## config.mk

```make
export PLATFORM = sky130hd
export DESIGN_NAME = axi4_lite_slave
export DESIGN_NICKNAME = d
export VERILOG_FILES = /design/src/rtl/axi4_lite_pkg.sv /design/src/rtl/axi4_lite_regfile.sv /design/src/rtl/axi4_lite_slave.sv
export SDC_FILE = /design/constraint.sdc
export NUM_CORES = 1
export LEC_CHECK = 0
export BUFFER_PORTS_ARGS = -buffer_cell sky130_fd_sc_hd__buf_2
export CAP_MARGIN = 20
export CORE_MARGIN = 10
export CORE_UTILIZATION = 50
export DETAILED_ROUTE_END_ITERATION = 8
export PLACE_DENSITY_LB_ADDON = 0.25
export SLEW_MARGIN = 40
export SYNTH_ARGS = -nofsm -noshare
export SYNTH_HDL_FRONTEND = slang
export SYNTH_SLANG_ARGS = --single-unit
```

## constraint.sdc

```tcl
create_clock -name ACLK -period 14.75 [get_ports ACLK]
set_clock_uncertainty 0.1 [all_clocks]
set_input_delay 2.95 -clock ACLK [delete_from_list [all_inputs] [get_ports ACLK]]
set_output_delay 2.95 -clock ACLK [all_outputs]
set_load 0.05 [all_outputs]
```

## src/rtl/axi4_lite_pkg.sv

```systemverilog
// -----------------------------------------------------------------------------
// axi4_lite_pkg
//   Shared types and constants for the AXI4-Lite subordinate register block.
//   - resp_t   : AXI response encoding used on BRESP / RRESP
//   - wstate_t : write-channel FSM states
//   - rstate_t : read-channel FSM states
//   - ADDR_LSB : lowest address bit used for register decode (32-bit words)
// -----------------------------------------------------------------------------
package axi4_lite_pkg;

  typedef enum logic [1:0] {
    OKAY   = 2'b00,
    EXOKAY = 2'b01,
    SLVERR = 2'b10,
    DECERR = 2'b11
  } resp_t;

  typedef enum logic {
    W_IDLE = 1'b0,
    W_RESP = 1'b1
  } wstate_t;

  typedef enum logic {
    R_IDLE = 1'b0,
    R_DATA = 1'b1
  } rstate_t;

  // Registers are word aligned; the two byte-offset bits never select a register.
  localparam int ADDR_LSB = 2;

endpackage : axi4_lite_pkg

```

## src/rtl/axi4_lite_regfile.sv

```systemverilog
// -----------------------------------------------------------------------------
// axi4_lite_regfile
//   NUM_REGS x DATA_WIDTH register array with one byte-strobed write port and
//   one combinational read port. All registers are also exported flat.
// Ports
//   ACLK      in   clock, rising edge
//   ARESET    in   asynchronous active-high reset, clears every register
//   wr_en     in   commit strobe; write happens on the rising edge
//   wr_idx    in   register index to write
//   wr_data   in   write data
//   wr_strb   in   byte enables; byte b written only when wr_strb[b] is set
//   rd_idx    in   register index to read
//   rd_data   out  combinational read of regs[rd_idx] (pre-write value on a
//                  commit edge)
//   regs_out  out  register i at [i*DATA_WIDTH +: DATA_WIDTH]
// -----------------------------------------------------------------------------
module axi4_lite_regfile #(
  parameter int NUM_REGS   = 8,
  parameter int DATA_WIDTH = 32,
  parameter int IDX_W      = $clog2(NUM_REGS)
) (
  input  logic                           ACLK,
  input  logic                           ARESET,
  input  logic                           wr_en,
  input  logic [IDX_W-1:0]               wr_idx,
  input  logic [DATA_WIDTH-1:0]          wr_data,
  input  logic [DATA_WIDTH/8-1:0]        wr_strb,
  input  logic [IDX_W-1:0]               rd_idx,
  output logic [DATA_WIDTH-1:0]          rd_data,
  output logic [NUM_REGS*DATA_WIDTH-1:0] regs_out
);

  localparam int STRB_W = DATA_WIDTH / 8;

  logic [DATA_WIDTH-1:0] regs [NUM_REGS];

  // NOTE: this array is reset because its contents are visible to software and
  // to the downstream datapath; a plain RAM without reset would read as X.
  always_ff @(posedge ACLK or posedge ARESET) begin
    if (ARESET) begin
      for (int i = 0; i < NUM_REGS; i++) begin
        regs[i] <= '0;
      end
    end else if (wr_en) begin
      for (int b = 0; b < STRB_W; b++) begin
        if (wr_strb[b]) begin
          regs[wr_idx][b*8 +: 8] <= wr_data[b*8 +: 8];
        end
      end
    end
  end

  assign rd_data = regs[rd_idx];

  for (genvar i = 0; i < NUM_REGS; i++) begin : g_out
    assign regs_out[i*DATA_WIDTH +: DATA_WIDTH] = regs[i];
  end

endmodule : axi4_lite_regfile

```

## src/rtl/axi4_lite_slave.sv

```systemverilog
// -----------------------------------------------------------------------------
// axi4_lite_slave
//   AXI4-Lite subordinate exposing NUM_REGS 32-bit registers. Read and write
//   channels are independent, each with one outstanding transaction.
// Parameters
//   ADDRESS     address width in bits
//   DATA_WIDTH  data width in bits (32 in this revision, 4 strobes)
//   NUM_REGS    register count, power of two, >= 2
// Ports
//   ACLK, ARESET                 clock, asynchronous active-high reset
//   S_AW*  / S_W*  / S_B*        write address, write data, write response
//   S_AR*  / S_R*                read address, read data/response
//   regs_out                     register i at [i*32 +: 32]
// Behaviour summary
//   AW and W are latched independently; once both are held the next edge
//   commits the write and raises BVALID. A read is answered one cycle after the
//   AR handshake. Addresses at or above NUM_REGS*4 answer SLVERR and never
//   touch the register array; reads of such addresses return 0.
// -----------------------------------------------------------------------------
module axi4_lite_slave
  import axi4_lite_pkg::*;
#(
  parameter int ADDRESS    = 32,
  parameter int DATA_WIDTH = 32,
  parameter int NUM_REGS   = 8
) (
  input  logic                           ACLK,
  input  logic                           ARESET,
  // write address
  input  logic [ADDRESS-1:0]             S_AWADDR,
  input  logic                           S_AWVALID,
  output logic                           S_AWREADY,
  // write data
  input  logic [DATA_WIDTH-1:0]          S_WDATA,
  input  logic [DATA_WIDTH/8-1:0]        S_WSTRB,
  input  logic                           S_WVALID,
  output logic                           S_WREADY,
  // write response
  output logic [1:0]                     S_BRESP,
  output logic                           S_BVALID,
  input  logic                           S_BREADY,
  // read address
  input  logic [ADDRESS-1:0]             S_ARADDR,
  input  logic                           S_ARVALID,
  output logic                           S_ARREADY,
  // read data
  output logic [DATA_WIDTH-1:0]          S_RDATA,
  output logic [1:0]                     S_RRESP,
  output logic                           S_RVALID,
  input  logic                           S_RREADY,
  // register export
  output logic [NUM_REGS*DATA_WIDTH-1:0] regs_out
);

  localparam int IDX_W  = $clog2(NUM_REGS);
  localparam int STRB_W = DATA_WIDTH / 8;
  // First byte address past the register window.
  localparam logic [ADDRESS-1:0] ADDR_END = ADDRESS'(NUM_REGS * STRB_W);

  // ---------------------------------------------------------------------------
  // Write channel state
  // ---------------------------------------------------------------------------
  wstate_t               wstate;
  logic                  aw_held;
  logic                  w_held;
  logic [ADDRESS-1:0]    awaddr_q;
  logic [DATA_WIDTH-1:0] wdata_q;
  logic [STRB_W-1:0]     wstrb_q;

  logic                  aw_in_range;
  logic                  commit;
  logic                  wr_en;
  logic [IDX_W-1:0]      wr_idx;

  assign aw_in_range = (awaddr_q < ADDR_END);
  assign wr_idx      = awaddr_q[ADDR_LSB +: IDX_W];
  // Both halves of the write are latched: this edge performs the update.
  assign commit      = (wstate == W_IDLE) && aw_held && w_held;
  assign wr_en       = commit && aw_in_range;

  // ---------------------------------------------------------------------------
  // Read channel state
  // ---------------------------------------------------------------------------
  rstate_t               rstate;
  logic                  ar_in_range;
  logic [IDX_W-1:0]      rd_idx;
  logic [DATA_WIDTH-1:0] rd_data;

  assign ar_in_range = (S_ARADDR < ADDR_END);
  assign rd_idx      = S_ARADDR[ADDR_LSB +: IDX_W];

  // ---------------------------------------------------------------------------
  // Register array
  // ---------------------------------------------------------------------------
  axi4_lite_regfile #(
    .NUM_REGS   (NUM_REGS),
    .DATA_WIDTH (DATA_WIDTH),
    .IDX_W      (IDX_W)
  ) u_regfile (
    .ACLK     (ACLK),
    .ARESET   (ARESET),
    .wr_en    (wr_en),
    .wr_idx   (wr_idx),
    .wr_data  (wdata_q),
    .wr_strb  (wstrb_q),
    .rd_idx   (rd_idx),
    .rd_data  (rd_data),
    .regs_out (regs_out)
  );

  // ---------------------------------------------------------------------------
  // Write FSM. READY outputs are registered: each drops on the edge that
  // captures its channel and returns on the edge that retires the response.
  // ---------------------------------------------------------------------------
  // NOTE: sequential state uses non-blocking (<=) so every flop samples the
  // pre-edge values; blocking (=) here would make results depend on statement
  // order and mis-simulate against the synthesised netlist.
  always_ff @(posedge ACLK or posedge ARESET) begin
    if (ARESET) begin
      wstate    <= W_IDLE;
      aw_held   <= 1'b0;
      w_held    <= 1'b0;
      awaddr_q  <= '0;
      wdata_q   <= '0;
      wstrb_q   <= '0;
      S_AWREADY <= 1'b1;
      S_WREADY  <= 1'b1;
      S_BVALID  <= 1'b0;
      S_BRESP   <= OKAY;
    end else begin
      case (wstate)
        W_IDLE: begin
          if (S_AWVALID && S_AWREADY) begin
            awaddr_q  <= S_AWADDR;
            aw_held   <= 1'b1;
            S_AWREADY <= 1'b0;
          end
          if (S_WVALID && S_WREADY) begin
            wdata_q  <= S_WDATA;
            wstrb_q  <= S_WSTRB;
            w_held   <= 1'b1;
            S_WREADY <= 1'b0;
          end
          // Both READYs are already low here, so no new capture competes.
          if (commit) begin
            S_BVALID <= 1'b1;
            S_BRESP  <= aw_in_range ? OKAY : SLVERR;
            wstate   <= W_RESP;
          end
        end
        W_RESP: begin
          if (S_BREADY) begin
            S_BVALID  <= 1'b0;
            aw_held   <= 1'b0;
            w_held    <= 1'b0;
            S_AWREADY <= 1'b1;
            S_WREADY  <= 1'b1;
            wstate    <= W_IDLE;
          end
        end
        default: wstate <= W_IDLE;
      endcase
    end
  end

  // ---------------------------------------------------------------------------
  // Read FSM. The read port is combinational, so an AR captured on a commit
  // edge sees the register value from before that write.
  // ---------------------------------------------------------------------------
  always_ff @(posedge ACLK or posedge ARESET) begin
    if (ARESET) begin
      rstate    <= R_IDLE;
      S_ARREADY <= 1'b1;
      S_RVALID  <= 1'b0;
      S_RDATA   <= '0;
      S_RRESP   <= OKAY;
    end else begin
      case (rstate)
        R_IDLE: begin
          if (S_ARVALID && S_ARREADY) begin
            S_RDATA   <= ar_in_range ? rd_data : '0;
            S_RRESP   <= ar_in_range ? OKAY : SLVERR;
            S_RVALID  <= 1'b1;
            S_ARREADY <= 1'b0;
            rstate    <= R_DATA;
          end
        end
        R_DATA: begin
          // RDATA/RRESP are left untouched so they stay stable under back-pressure.
          if (S_RREADY) begin
            S_RVALID  <= 1'b0;
            S_ARREADY <= 1'b1;
            rstate    <= R_IDLE;
          end
        end
        default: rstate <= R_IDLE;
      endcase
    end
  end

endmodule : axi4_lite_slave

```

-- Yosys cells after proc, flatten, opt, wreduce, memory -nomap -nowiden
Cells that the tools add are included.
- magnitude comparators: 5
- eq/ne operators: 6
- muxes and demuxes: 49
- bitwise logic cells: 4
- reductions and logical operators: 15
- operators by type and width (cell ; number):
    $mux 256 ; 7
    $bwmux 256 ; 4
    $demux 32 s3 ; 4
    $mux 32 ; 4
    $bmux 32 s3 ; 1
    $lt 32x6->1 const B ; 2
    $mux 24 ; 1
    $pmux 1 s2 ; 9
    $mux 16 ; 1
    $reduce_and 2->1 ; 8
    $mux 1 ; 15
    $ge 4x4->1 const B ; 2
    $mux 8 ; 1
    $ne 2x2->1 const B ; 4
    $not 3->4 ; 2
    $logic_and 1x1->1 ; 7
    $lt 4x1->1 const B ; 1
    $mux 2 ; 2
    $ne 2x1->1 const B ; 2
    $not 1->1 ; 2
- register bits: 369
- input port bits: 107
- output and inout bits: 297

-- Depth between registers and ports, before layout
- depth in word-level cells: 16
- depth in mapped cells: 6
- depth with buffers taken out: 4

-- Cells and area by module
From an unflattened synthesis, not the netlist that was laid out.
- cells, all modules: 1028
- area total of the unflattened synthesis: 16146.7 µm²
- modules (own cells, without submodules) (module ; times used ; cells each ; area each (µm²) ; sequential area each (µm²)):
    axi4_lite_regfile ; 1 ; 685 ; 11606.1 ; 6406.1
    axi4_lite_slave ; 1 ; 343 ; 4540.6 ; 2731.4

-- Least setup slack after synthesis
Ideal clock, no wire load.
- kind: input to register
- start point: in S_ARADDR[2]
- end point: reg S_RDATA[0]
- arrival: 4616 ps
- required time: 14517 ps
- path slack: 9900 ps
- cell stages on the path: 5
- path buffers: 2
- cells stage by stage: clkbuf_1 -> buf_1 -> mux4_2 -> mux2i_1 -> o21ai_0
- longest elaborated chain between the ends: 5
- elaborated cells between the ends (all ways): 6
- classes of those cells: 1 x order compare; 4 x mux; 1 x bitwise
- RTL lines (element ; line ; RTL):
    start: declaration ; axi4_lite_slave.sv:43 ; input logic [ADDRESS-1:0] S_ARADDR,
    parallel branches: the longest is 4 deep, another holds $lt 32x6->1 ; n/a ;
    $mux 32 * ; axi4_lite_slave.sv:181 ; S_RDATA <= ar_in_range ? rd_data : '0;
    end signal: assignment ; axi4_lite_slave.sv:181 ;
    end: declaration ; axi4_lite_slave.sv:47 ; output logic [DATA_WIDTH-1:0] S_RDATA,
Mark *: on every way between the ends. The select of a mux whose other input is x is not followed.
A chain may end at the register's enable or synchronous reset.

-- Worst setup path in the final report
- start point: in S_ARADDR[2]
- end point: reg S_RDATA[9]
The elaborated chain is that of the path after synthesis.

==> impl_metrics.csv <==
group,metric,value,unit
sta,worst-slew-pin-transition,0.872,ns
routing,wl_per_cell,26.2,µm
critical_path,worst_setup_path_end_kind,"register",
place,numPlacedInstances,1751,
synth,synth_seq_cells,365,
critical_path,critPathRequiredTime,15.03,ns
floorplan,io-pin-count,404,
cts,insertion_delay,0.52,ns
routing,drc_errors,0,
cts,max-clock-path-buffers,3,
floorplan,initial_utilization,0.510,
critical_path,timing.critical_path.from,"S_ARADDR[2]",
routing,vias_per_cell,5.73,
cts,clk_pin_slew,0.06,ns
synth,synthDistinctLibCells,36,
cells_and_area,final_common_cell,"buf_2",
flow_run,max_cap_viol_count,0,
synth,synth.yosys.seq_area_share,0.565,
grt,grt.overflow.total,0,
cts,htree_num_levels,2,
floorplan,core-area,0.0317,mm²
routing,detailroute.via_count,10400,
floorplan,num_rows,65,
routing,totalWireLength,47.8,mm
cts,cts-resized-gates,0,
grt,grt_pass1_vias,11200,
cells_and_area,n_fill_cell,2479,
sta,period_utilization_post_route,0.327,
cells_and_area,mostFrequentLayoutCells,"buf_2 (395), dfrtp_1 (362), mux2_2 (297)",
floorplan,floorplan.die_area,0.0399,mm²
cts,post_cts_buffers,0,
power_and_ir_drop,power_density,129,mW/mm²
grt,first_pass_grt_wire_length,70.9,mm
place,post-dp-hpwl,32.4,mm
synth,post_synth_inst_count,988,
cells_and_area,final_layout_net_count,1498,
grt,grt_antenna_before_repair,5,
critical_path,start_kind,"input pin",
cells_and_area,non_filler_cells_final,1823,
cts,cts_tree,"done",
cells_and_area,drive_gt1_frac,0.633,
floorplan,die_height,200,µm
power_and_ir_drop,max-vdd-ir-drop,0.000121,V
sta,final-hold-violation-count,0,
cts,cts_hold_repair.buffers,0,
routing,dr.first_iter.drc_count,505,
sta,minimum_period_implied_by_the_final_worst_setup_slack,4.82,ns
critical_path,timing.setup.critical_path_class,"input pin to register",
synth,avgSynthCellArea,16.4,µm²
sta,final-max-slew-violation-count,0,
synth,cell_area_after_synthesis,0.0162,mm²
hold_path,hold_start,"S_RVALID$_DFFE_PP0P_",
critical_path,critical_path.reg2reg.startpoint,"awaddr_q[12]$_DFFE_PP0P_",
sta,worst_slew_margin_rel,0.416,
synth,ys.warnings.count,0,
cts,clockRootBuffer,"clkbuf_16",
place,io_buffer_count,397,
grt,pin_count_of_the_biggest_net_entering_global_routing,120,
sta,final.setup.tns,0,ns
floorplan,die_w,200,µm
status,status,"complete, no violations",
grt,global_route.usage.total,0.235,
sta,setup_viols_final,0,
sta,rsz_0062_raised_after_global_routing,"no",
cts,cts_num_sinks,365,
hold_path,min-delay-path-class,"register to register",
power_and_ir_drop,power.static_leakage,10.7,nW
critical_path,critPathMaxFanout,33,
critical_path,crit_arrival,5.10,ns
cts,cts_inserted_buffers,39,
place,place.gp.congestion,0.873,
routing,drt.antenna.violating_nets,0,
routing,detailedRoute.firstPassIterationCount,4,
cells_and_area,areaGrowthSynthToFinish,22.9,%
sta,timing.fmax,0.207,GHz
## sequential cells by signal, indices dropped and copies added, names as in the netlist
name	flops
aw_held	1
S_RVALID	1
rstate	1
S_RDATA	32
wdata_q	32
S_BVALID	1
S_RRESP	1
S_ARREADY	1
u_regfile.regs_out	256
wstate	1
S_WREADY	1
S_BRESP	1
wstrb_q	4
awaddr_q	30
w_held	1
S_AWREADY	1
## cells in the mapped netlist
cell type,instances,area (µm²)
nand3b_1,3,22.5
nand4_1,1,6.26
inv_1,7,26.3
mux4_2,64,1440
dfrtp_1,362,9060
buf_6,1,11.3
nand2_1,42,158
nand4_2,3,37.5
dfstp_2,3,78.8
mux2i_1,33,330
buf_4,7,52.6
or4_4,1,11.3
or4_1,1,7.51
and3b_1,2,17.5
mux2_4,24,360
nor3_1,1,5.00
nor4_1,11,68.8
conb_1,1,3.75
a21boi_0,1,7.51
nor4_4,1,21.3
nor2_1,3,11.3
and4_1,2,17.5
clkbuf_1,22,82.6
nor3b_1,3,22.5
o22ai_1,1,6.26
buf_2,2,10.0
o21ai_0,39,195
buf_8,2,30.0
and3_1,1,6.26
or4_2,1,8.76
mux2_1,1,11.3
mux2_2,297,3340
buf_12,1,20.0
buf_1,13,48.8
a21oi_1,2,10.0
nand4_4,29,617
## worst paths after layout
path	cells past startpoint	slack, ns	end
worst max-delay path	5	9.93	S_RDATA[9]$_DFFE_PP0P_
max in group asynchronous	4	10.81	u_regfile.regs_out[50]$_DFFE_PP0P_
worst min register to register	2	0.37	S_RVALID$_DFFE_PP0P_
min in group asynchronous	2	2.37	u_regfile.regs_out[133]$_DFFE_PP0P_
worst max register to register	6	11.75	u_regfile.regs_out[75]$_DFFE_PP0P_
worst min-delay path	2	0.37	S_RVALID$_DFFE_PP0P_
## where the power goes
part           leakage (nW)  total, W  internal, W  switching [W]
Clock                 0.621  0.000963     0.000572       0.000391
Sequential             4.93   0.00129      0.00111       0.000179
Combinational          5.15  0.000315     0.000145       0.000170
## worst max-delay path, cell delays in order
cell and delay (ns):
buf_4 0.55, buf_4 0.66, mux4_2 0.59, mux2i_1 0.18, o21ai_0 0.10
## stage by stage
step	total power [W]	cell area, µm²	util	worst slack (ns)	hold slack (ns)
floorplan	0.00150	16200	-	1.57	0.366
CTS	0.00259	19800	0.625	9.85	0.372
detailed placement	0.00162	18600	0.586	9.34	0.358
global placement	0.00160	18500	0.584	9.38	0.356
global route	0.00268	19900	0.626	9.72	0.400
finish	0.00257	19900	0.626	9.93	0.369
## layout make-up
| cell class | count | area, µm² | share of cell area |
|---|---|---|---|
| Antenna cell | 4 | 10.0 | 0.000504 |
| Multi-Input combinational cell | 569 | 6780 | 0.341 |
| Clock inverter | 9 | 106 | 0.00535 |
| Clock buffer | 58 | 1150 | 0.0577 |
| Inverter | 7 | 38.8 | 0.00195 |
| Tap cell | 402 | 503 | 0.0253 |
| Sequential cell | 365 | 9140 | 0.460 |
| Timing Repair Buffer | 409 | 2150 | 0.108 |
## cells by family after synthesis
family                 Yosys count  share of synthesized area
AO/OA/AOI/OAI                   43                     0.0135
multiplexers                   419                      0.339
other                            1                   0.000232
flip-flops                     365                      0.565
buffers and inverters           55                     0.0174
AND/OR/NAND/NOR                105                     0.0642
## per-layer routing
layer / track usage / vias to the layer above / routed length (µm)
met3: 0.0680 / 66 / 4080
met2: 0.397 / 369 / 23700
met1: 0.291 / 5472 / 19000
li1: - / 4529 / -
met4: 0.0600 / 4 / 1010
met5: 0 / - / 35
Power figures use the tool's default switching activity.
